`config.mk`:
```
export PLATFORM = sky130hd
export DESIGN_NAME = net_bus_packer
export DESIGN_NICKNAME = d
export VERILOG_FILES = /design/src/rtl/net_bus_pkg.sv /design/src/rtl/net_bus_out_slot.sv /design/src/rtl/net_bus_packer.sv
export SDC_FILE = /design/constraint.sdc
export NUM_CORES = 1
export LEC_CHECK = 0
export CAP_MARGIN = 10
export CORE_UTILIZATION = 41
export DETAILED_ROUTE_END_ITERATION = 16
export GPL_TIMING_DRIVEN = 1
export PLACE_DENSITY = 0.73
export SLEW_MARGIN = 20
export SYNTH_ARGS = -nofsm -noshare
export SYNTH_HDL_FRONTEND = slang
export SYNTH_SLANG_ARGS = --single-unit
```
`constraint.sdc`:
```
create_clock -name CLK -period 1.7 [get_ports CLK]
set_input_delay 0.255 -clock CLK [delete_from_list [all_inputs] [get_ports CLK]]
set_output_delay 0.255 -clock CLK [all_outputs]
set_load 0.03 [all_outputs]
```
`src/rtl/net_bus_pkg.sv`:
```
// NetBus shared definitions: flit field positions, the flit width and command codes.
package net_bus_pkg;

  // Flit field positions, with bit 0 as the LSB.
  localparam int LAST_BIT  = 0;
  localparam int FIRST_BIT = 1;
  localparam int SID_LSB   = 2;
  localparam int DID_LSB   = 7;
  localparam int CMD_LSB   = 12;
  localparam int STRB_LSB  = 14;

  localparam int SID_W = 5;
  localparam int DID_W = 5;
  localparam int CMD_W = 2;

  typedef enum logic [1:0] {
    CMD_READ  = 2'b00,
    CMD_WRITE = 2'b01,
    CMD_MSG   = 2'b10,
    CMD_RESP  = 2'b11
  } cmd_e;

  typedef enum logic [0:0] {
    ST_IDLE = 1'b0,
    ST_BEAT = 1'b1
  } state_e;

  // Flit width: one data byte plus one strobe bit per lane, plus 14 header bits.
  function automatic int flit_width(input int data_width);
    return data_width * 9 + 14;
  endfunction

endpackage

```
`src/rtl/net_bus_out_slot.sv`:
```
// One-entry registered valid/ready slot. The slot can drain and refill in the
// same cycle because in_ready passes out_ready straight through.
module net_bus_out_slot #(
  parameter int W = 8
) (
  input  logic         clk,
  input  logic         rst_n,
  input  logic         in_valid,
  output logic         in_ready,
  input  logic [W-1:0] in_data,
  output logic         out_valid,
  input  logic         out_ready,
  output logic [W-1:0] out_data
);

  logic         valid_r;
  logic [W-1:0] data_r;

  assign in_ready  = !valid_r || out_ready;
  assign out_valid = valid_r;
  assign out_data  = data_r;

  // Slot register: load on an input handshake, clear when drained with no refill.
  always_ff @(posedge clk or negedge rst_n) begin
    if (!rst_n) begin
      valid_r <= 1'b0;
      data_r  <= '0;
    end else if (in_valid && in_ready) begin
      valid_r <= 1'b1;
      data_r  <= in_data;
    end else if (out_ready) begin
      valid_r <= 1'b0;
    end else begin
      valid_r <= valid_r;
    end
  end

endmodule

```
`src/rtl/net_bus_packer.sv`:
```
// NetBus transmit framer: latches a descriptor, then packs each payload beat
// into one flit with FIRST/LAST framing, delivered through a registered slot.
module net_bus_packer
  import net_bus_pkg::*;
#(
  parameter int DATA_WIDTH = 4,
  parameter int LEN_W      = 8
) (
  input  logic                              CLK,
  input  logic                              RESETN,
  input  logic                              HDR_VALID,
  output logic                              HDR_READY,
  input  logic [1:0]                        HDR_CMD,
  input  logic [4:0]                        HDR_DID,
  input  logic [4:0]                        HDR_SID,
  input  logic [LEN_W-1:0]                  HDR_LEN,
  input  logic                              IN_VALID,
  output logic                              IN_READY,
  input  logic [DATA_WIDTH*8-1:0]           IN_DATA,
  input  logic [DATA_WIDTH-1:0]             IN_STRB,
  output logic                              OUT_VALID,
  input  logic                              OUT_READY,
  output logic [flit_width(DATA_WIDTH)-1:0] OUT_DATA,
  output logic                              BUSY,
  output logic                              PKT_DONE
);

  localparam int FW = flit_width(DATA_WIDTH);

  state_e             state_r;
  state_e             state_next_s;
  logic [CMD_W-1:0]   cmd_r;
  logic [DID_W-1:0]   did_r;
  logic [SID_W-1:0]   sid_r;
  logic [LEN_W-1:0]   len_r;
  logic [LEN_W-1:0]   cnt_r;
  logic               hdr_ready_s;
  logic               beat_en_s;
  logic               slot_in_valid_s;
  logic               slot_in_ready_s;
  logic               hdr_hs_s;
  logic               beat_hs_s;
  logic               first_s;
  logic               last_s;
  logic [FW-1:0]      flit_s;
  logic               pkt_done_r;

  assign first_s         = (cnt_r == {LEN_W{1'b0}});
  assign last_s          = (cnt_r == len_r);
  assign hdr_hs_s        = HDR_VALID && hdr_ready_s;
  assign slot_in_valid_s = IN_VALID && beat_en_s;
  assign beat_hs_s       = slot_in_valid_s && slot_in_ready_s;

  assign HDR_READY = hdr_ready_s;
  assign IN_READY  = beat_en_s && slot_in_ready_s;
  assign BUSY      = (state_r == ST_BEAT) || OUT_VALID;
  assign PKT_DONE  = pkt_done_r;

  // State register.
  always_ff @(posedge CLK or negedge RESETN) begin
    if (!RESETN) begin
      state_r <= ST_IDLE;
    end else begin
      state_r <= state_next_s;
    end
  end

  // Next state and handshake enables.
  always_comb begin
    state_next_s = state_r;
    hdr_ready_s  = 1'b0;
    beat_en_s    = 1'b0;
    case (state_r)
      ST_IDLE: begin
        hdr_ready_s = 1'b1;
        if (HDR_VALID) begin
          state_next_s = ST_BEAT;
        end else begin
          state_next_s = ST_IDLE;
        end
      end
      ST_BEAT: begin
        beat_en_s = 1'b1;
        if (beat_hs_s && last_s) begin
          state_next_s = ST_IDLE;
        end else begin
          state_next_s = ST_BEAT;
        end
      end
      default: begin
        state_next_s = ST_IDLE;
      end
    endcase
  end

  // Descriptor latch and beat counter; the counter clears on LAST so it never wraps.
  always_ff @(posedge CLK or negedge RESETN) begin
    if (!RESETN) begin
      cmd_r <= {CMD_W{1'b0}};
      did_r <= {DID_W{1'b0}};
      sid_r <= {SID_W{1'b0}};
      len_r <= {LEN_W{1'b0}};
      cnt_r <= {LEN_W{1'b0}};
    end else if (hdr_hs_s) begin
      cmd_r <= HDR_CMD;
      did_r <= HDR_DID;
      sid_r <= HDR_SID;
      len_r <= HDR_LEN;
      cnt_r <= {LEN_W{1'b0}};
    end else if (beat_hs_s) begin
      if (last_s) begin
        cnt_r <= {LEN_W{1'b0}};
      end else begin
        cnt_r <= cnt_r + {{(LEN_W-1){1'b0}}, 1'b1};
      end
    end else begin
      cnt_r <= cnt_r;
    end
  end

  // Field packing of the current beat into a flit.
  always_comb begin
    flit_s                                    = {FW{1'b0}};
    flit_s[LAST_BIT]                          = last_s;
    flit_s[FIRST_BIT]                         = first_s;
    flit_s[SID_LSB +: SID_W]                  = sid_r;
    flit_s[DID_LSB +: DID_W]                  = did_r;
    flit_s[CMD_LSB +: CMD_W]                  = cmd_r;
    flit_s[STRB_LSB +: DATA_WIDTH]            = IN_STRB;
    flit_s[STRB_LSB + DATA_WIDTH +: DATA_WIDTH*8] = IN_DATA;
  end

  net_bus_out_slot #(.W(FW)) u_slot (
    .clk       (CLK),
    .rst_n     (RESETN),
    .in_valid  (slot_in_valid_s),
    .in_ready  (slot_in_ready_s),
    .in_data   (flit_s),
    .out_valid (OUT_VALID),
    .out_ready (OUT_READY),
    .out_data  (OUT_DATA)
  );

  // Packet-done pulse, one cycle after the LAST flit leaves the slot.
  always_ff @(posedge CLK or negedge RESETN) begin
    if (!RESETN) begin
      pkt_done_r <= 1'b0;
    end else begin
      pkt_done_r <= OUT_VALID && OUT_READY && OUT_DATA[LAST_BIT];
    end
  end

endmodule

```
# Word-level counts from Yosys, hierarchy flattened
# Cells that the tools add are included.
# totals
elab_cells,35
out_inout_bits,55
inputBits,61
register_bits,81
# op_classes
mux,10
addsub,1
n_reduce_logical,13
eq_ne,1
bitwise_logic,1
# ops
cell,count
two-way mux 8 bit,3
"adder 8 x 1 -> 8 bit, second input constant",1
equality test 8 bit,1
zero test 8 bit,1
logical AND 1 bit,7
two-way mux 1 bit,6
nonzero test 2 bit,2
logical OR 1 bit,2
one-hot mux 1 bit (2 select lines),1
zero test 1 bit,1
inverter 1 bit,1

# Depth between registers and ports, before layout
# logic_depth
word_depth,6
mapped_depth,6
depth_no_buf,5

# Cells and area by module
# A second synthesis with hierarchy kept.
# unflattened
hier_cells,231
hier_area_um2,3542.1
# by_module_without_submodules
mod,area_each_um2,seq_area_each_um2,cells_each,n_inst
net_bus_out_slot,2114.5,1276.2,109,1
net_bus_packer,1427.6,750.7,122,1

# Worst setup path before layout
# Ideal clock, no wire load.
# synth_timing
kind,flip-flop to flip-flop
start,register cnt_r[0]
end,register cnt_r[5]
path_buffers,0
path_slack_ps,78
required_ps,1563
period_less_slack_ps,1622
stages_incl_launch_ff,5
arrival_ps,1485
setup_ps,137
cell_sequence,dfrtp_1 -> xor2_1 -> or4_4 -> o21ai_4 -> o221ai_1
# synth_via
elab_chain_cells,4
word_cells_on_any_way,5
classes_between,1 x add/sub; 1 x eq/ne; 3 x mux
# synth_lines
item,line_no,text
"start, declared",net_bus_packer.sv:36,logic [LEN_W-1:0] cnt_r;
"start signal, assigned",net_bus_packer.sv:103,cnt_r <= {LEN_W{1'b0}};
"start signal, assigned",net_bus_packer.sv:109,cnt_r <= {LEN_W{1'b0}};
"start signal, assigned",net_bus_packer.sv:112,cnt_r <= {LEN_W{1'b0}};
adder 8 x 1 -> 8 bit / equality test 8 bit (equally long branches),"net_bus_packer.sv:114, net_bus_packer.sv:49",
two-way mux 8 bit (*),net_bus_packer.sv:111,if (last_s) begin
two-way mux 8 bit (*),net_bus_packer.sv:110,end else if (beat_hs_s) begin
two-way mux 8 bit (*),net_bus_packer.sv:104,end else if (hdr_hs_s) begin
# Mark *: on every way between the ends. The rest lies on a longest branch, timed or not. The select of a mux whose other input is x is not followed.
# A chain may end at the register's enable or synchronous reset.

# Worst setup path after layout
# layout_timing
start,register len_r[4]
end,register cnt_r[5]
# layout_via
elab_chain_cells,4
# layout_lines
item,line_no,text
"start, declared",net_bus_packer.sv:35,logic [LEN_W-1:0] len_r;
"start signal, assigned",net_bus_packer.sv:102,len_r <= {LEN_W{1'b0}};
equality test 8 bit,net_bus_packer.sv:49,assign last_s = (cnt_r == len_r);
two-way mux 8 bit,net_bus_packer.sv:111,
two-way mux 8 bit,net_bus_packer.sv:110,
two-way mux 8 bit,net_bus_packer.sv:104,
# No other way between the ends. The select of a mux whose other input is x is not followed.

==> flow_summary.ini <==
[cts]
clk_path_buf_depth = 2
clockRootBuffer = clkbuf_8
clk_latency_ns = 0.35
cts.reportedPaths.clkPinSlew_ns = 0.09
cts_buffers = 9
clkSinkCount = 81
cts_tree = yes
htreeDepth = 3

[timing]
fin_setup_tns_ns = 0
setup_viol = 0
whs_ns = 0.334
report.final.slew_viol_count = 0
worstMarginPinSlew_ns = 0.357
slew-limit-headroom_pct = 76.0
max_freq_mhz = 599
min_period_ns = 1.67
rsz0062_at_grt = true
post-route-period-util_pct = 98.1
hold_viol = 0
finClkSkew_ns = 0.0116

[floorplanning]
dieHeight_um = 92.4
fp.dieW_um = 92.4
dieArea_sq_um = 8530
start_util_pct = 42.9
std_cell_rows = 32
coreArea_sq_um = 7810
pin_count = 116

[detailed_routing]
vias = 2739
via_per_inst = 4.80
ant_nets = 0
first_pass_iters = 4
drc = 0
avgRoutedWirePerCell_um = 13.6
wirelength_mm = 7.78
drt_iter0_markers = 138

[synth]
synth_edf_count = 0
synth_area_sq_um = 3350
synth_area_leaders = dfrtp_1 (61%), nand2_1 (17%), mux2_2 (7.1%)
ys_warn_count = 0
ys_async_sr_fraction_pct = 100
syn_nets = 393
synthCells = 330
synth_seq_cells = 81
yosys.area.top_type = dfrtp_1
yosysTopAreaCellShare_pct = 60.6
ys.flop_type = dfrtp_1
syn_avg_cell_area_sq_um = 10.1
seq_area_frac_synth_pct = 60.6
ys_types = 36

[final_layout]
insertedDiodeCount = 0
fill_cells = 642
final_cell_area_sq_um = 5020
drive_gt1_share_pct = 15.6
postLayoutCoreUtil_pct = 64.3
syn_to_final_growth_pct = 49.9
num-nets-final = 527

[critical_path]
slowest_delay_ns = 0.60
cp-start-kind = flip-flop
cp.required_ns = 1.92
critPathMaxFanout = 5
startpoint = len_r[4]
criticalPathCategory = flip-flop to flip-flop
r2r_start = len_r[4]
crit_path_top_delay_cell = or4_4
crit_chain = xor2_1 > or4_4 > o21ai_4 > o221ai_1
endpoint_kind = flip-flop
worst_ep_arrival_time_ns = 1.89

[grt]
overflow = 0
grt_max_degree = 37
antenna_found_initial = 0
grt_pass1_vias = 2827
grt_usage_pct = 19.8
grt_pass1_wl_mm = 13.1

[hold_path]
hp-class = input port to async pin

[placed_design]
placed_area_sq_um = 4760
place_congestion = 0.834
port_buffers = 115
hpwlAfterDp_mm = 5.68

[power]
p_leak_nw = 2.48
power.density_nw_per_um2 = 1460
power_w = 0.00730
ir_worst_vdd_v = 0.000851

[run_status]
status = finished clean

[run]
cap_violations = 0
cell type report:
cell class              instances  area (sq um)  area share [%]
well taps                     102           128            2.54
clock inverters                 7           103            2.04
clock buffers                   9           124            2.47
flip-flops and latches         81          2030            40.4
repair buffers                139          1380            27.5
multi-input cells             227          1240            24.6
inverters                       6          22.5           0.449
metal layers:
metal / vias to the layer above / track usage, % / wire length, um
li1: 1335 / - / -
met2: 94 / 31.9 / 3710
met3: 15 / 4.43 / 487
met5: - / 0 / 0
met1: 1295 / 25.6 / 3420
met4: 0 / 8.98 / 161
worst max-delay path: cells and delay by family (launching register included):
family	cells	cell delay (ns)
simple gates	1	0.60
compound gates	2	0.35
flops	1	0.41
xor+xnor	1	0.18
logic make-up (layout without fill, tap and decap cells):
kind of cell / Yosys count / count (layout) / synth area share, %
AND/OR/NAND/NOR: 177 / 177 / 22.1
flip-flops: 81 / 81 / 60.6
multiplexers: 22 / 22 / 7.36
buffers and inverters: 22 / 161 / 2.77
AO/OA/AOI/OAI: 17 / 17 / 4.15
XOR/XNOR: 9 / 9 / 2.36
adder cells (fa/ha/maj): 2 / 2 / 0.748
cells in the mapped netlist (2+ instances only):
| cell type | n |
|---|---|
| nand2_1 | 151 |
| dfrtp_1 | 81 |
| mux2_2 | 21 |
| xor2_1 | 9 |
| buf_2 | 8 |
| clkbuf_1 | 8 |
| inv_1 | 6 |
| nand3_1 | 4 |
| nor4_1 | 3 |
| o211ai_1 | 3 |
| o21ai_0 | 3 |
| or3_1 | 3 |
| a221oi_1 | 2 |
| and3_1 | 2 |
| ha_1 | 2 |
| nor3_1 | 2 |
| or2_2 | 2 |
| or4_4 | 2 |
power breakdown:
part           internal (W)  total, W  switching [W]
clock              0.000842   0.00157       0.000730
sequential          0.00254   0.00290       0.000365
combinational       0.00130   0.00283        0.00153
total               0.00468   0.00730        0.00263
layout by cell type (no fill, tap or decap), drive strengths merged, types with 2 or more instances in the layout:
cell and count:
nand2 151, clkdlybuf4s50 102, dfrtp 81, buf 25, mux2 21, clkbuf 10
xor2 9, dlymetal6s2s 8, inv 8, nand3 4, o21ai 4, o211ai 3
or3 3, nor4 3, or2 2, or4 2, nor3 2, a221oi 2
ha 2, clkinv 2, bufinv 2, dlygate4sd2 2, and3 2, nor2 2
o221ai 2
sequential cells by signal (all words and copies together), names as in the netlist:
signal,cells
cnt_r,8
PKT_DONE,1
u_slot.out_data,50
sid_r,5
u_slot.out_valid,1
cmd_r,2
state_r,1
len_r,8
did_r,5
final timing paths:
kind	end	slack, ns	cells past startpoint
min in group CLK	u_slot.out_data[23]	0.42	3
setup reg to reg	cnt_r[5]	0.03	4
hold reg to reg	u_slot.out_data[2]	0.47	2
setup / recovery	cnt_r[5]	0.03	4
hold / removal	did_r[0]	0.33	2
max in group asynchronous	u_slot.out_data[21]	0.74	3
stage by stage:
stage | instances | setup WS (ns)
2_1_floorplan | 330 | 0.0777
3_3_place_gp | 553 | -0.119
3_5_place_dp | 553 | -0.165
4_1_cts | 571 | 0.000668
5_1_grt | 571 | -0.0244
6_report | 571 | 0.0315
repair_timing:
action,4_1_cts,5_1_grt
setup buffers,1,0
setup endpoints to repair,4,14
hold buffers,1,0
gates resized for setup,3,10
endpoints found under the hold margin,22,0
pin swaps,2,4
No activity file was read; power rests on OpenSTA's default activity.
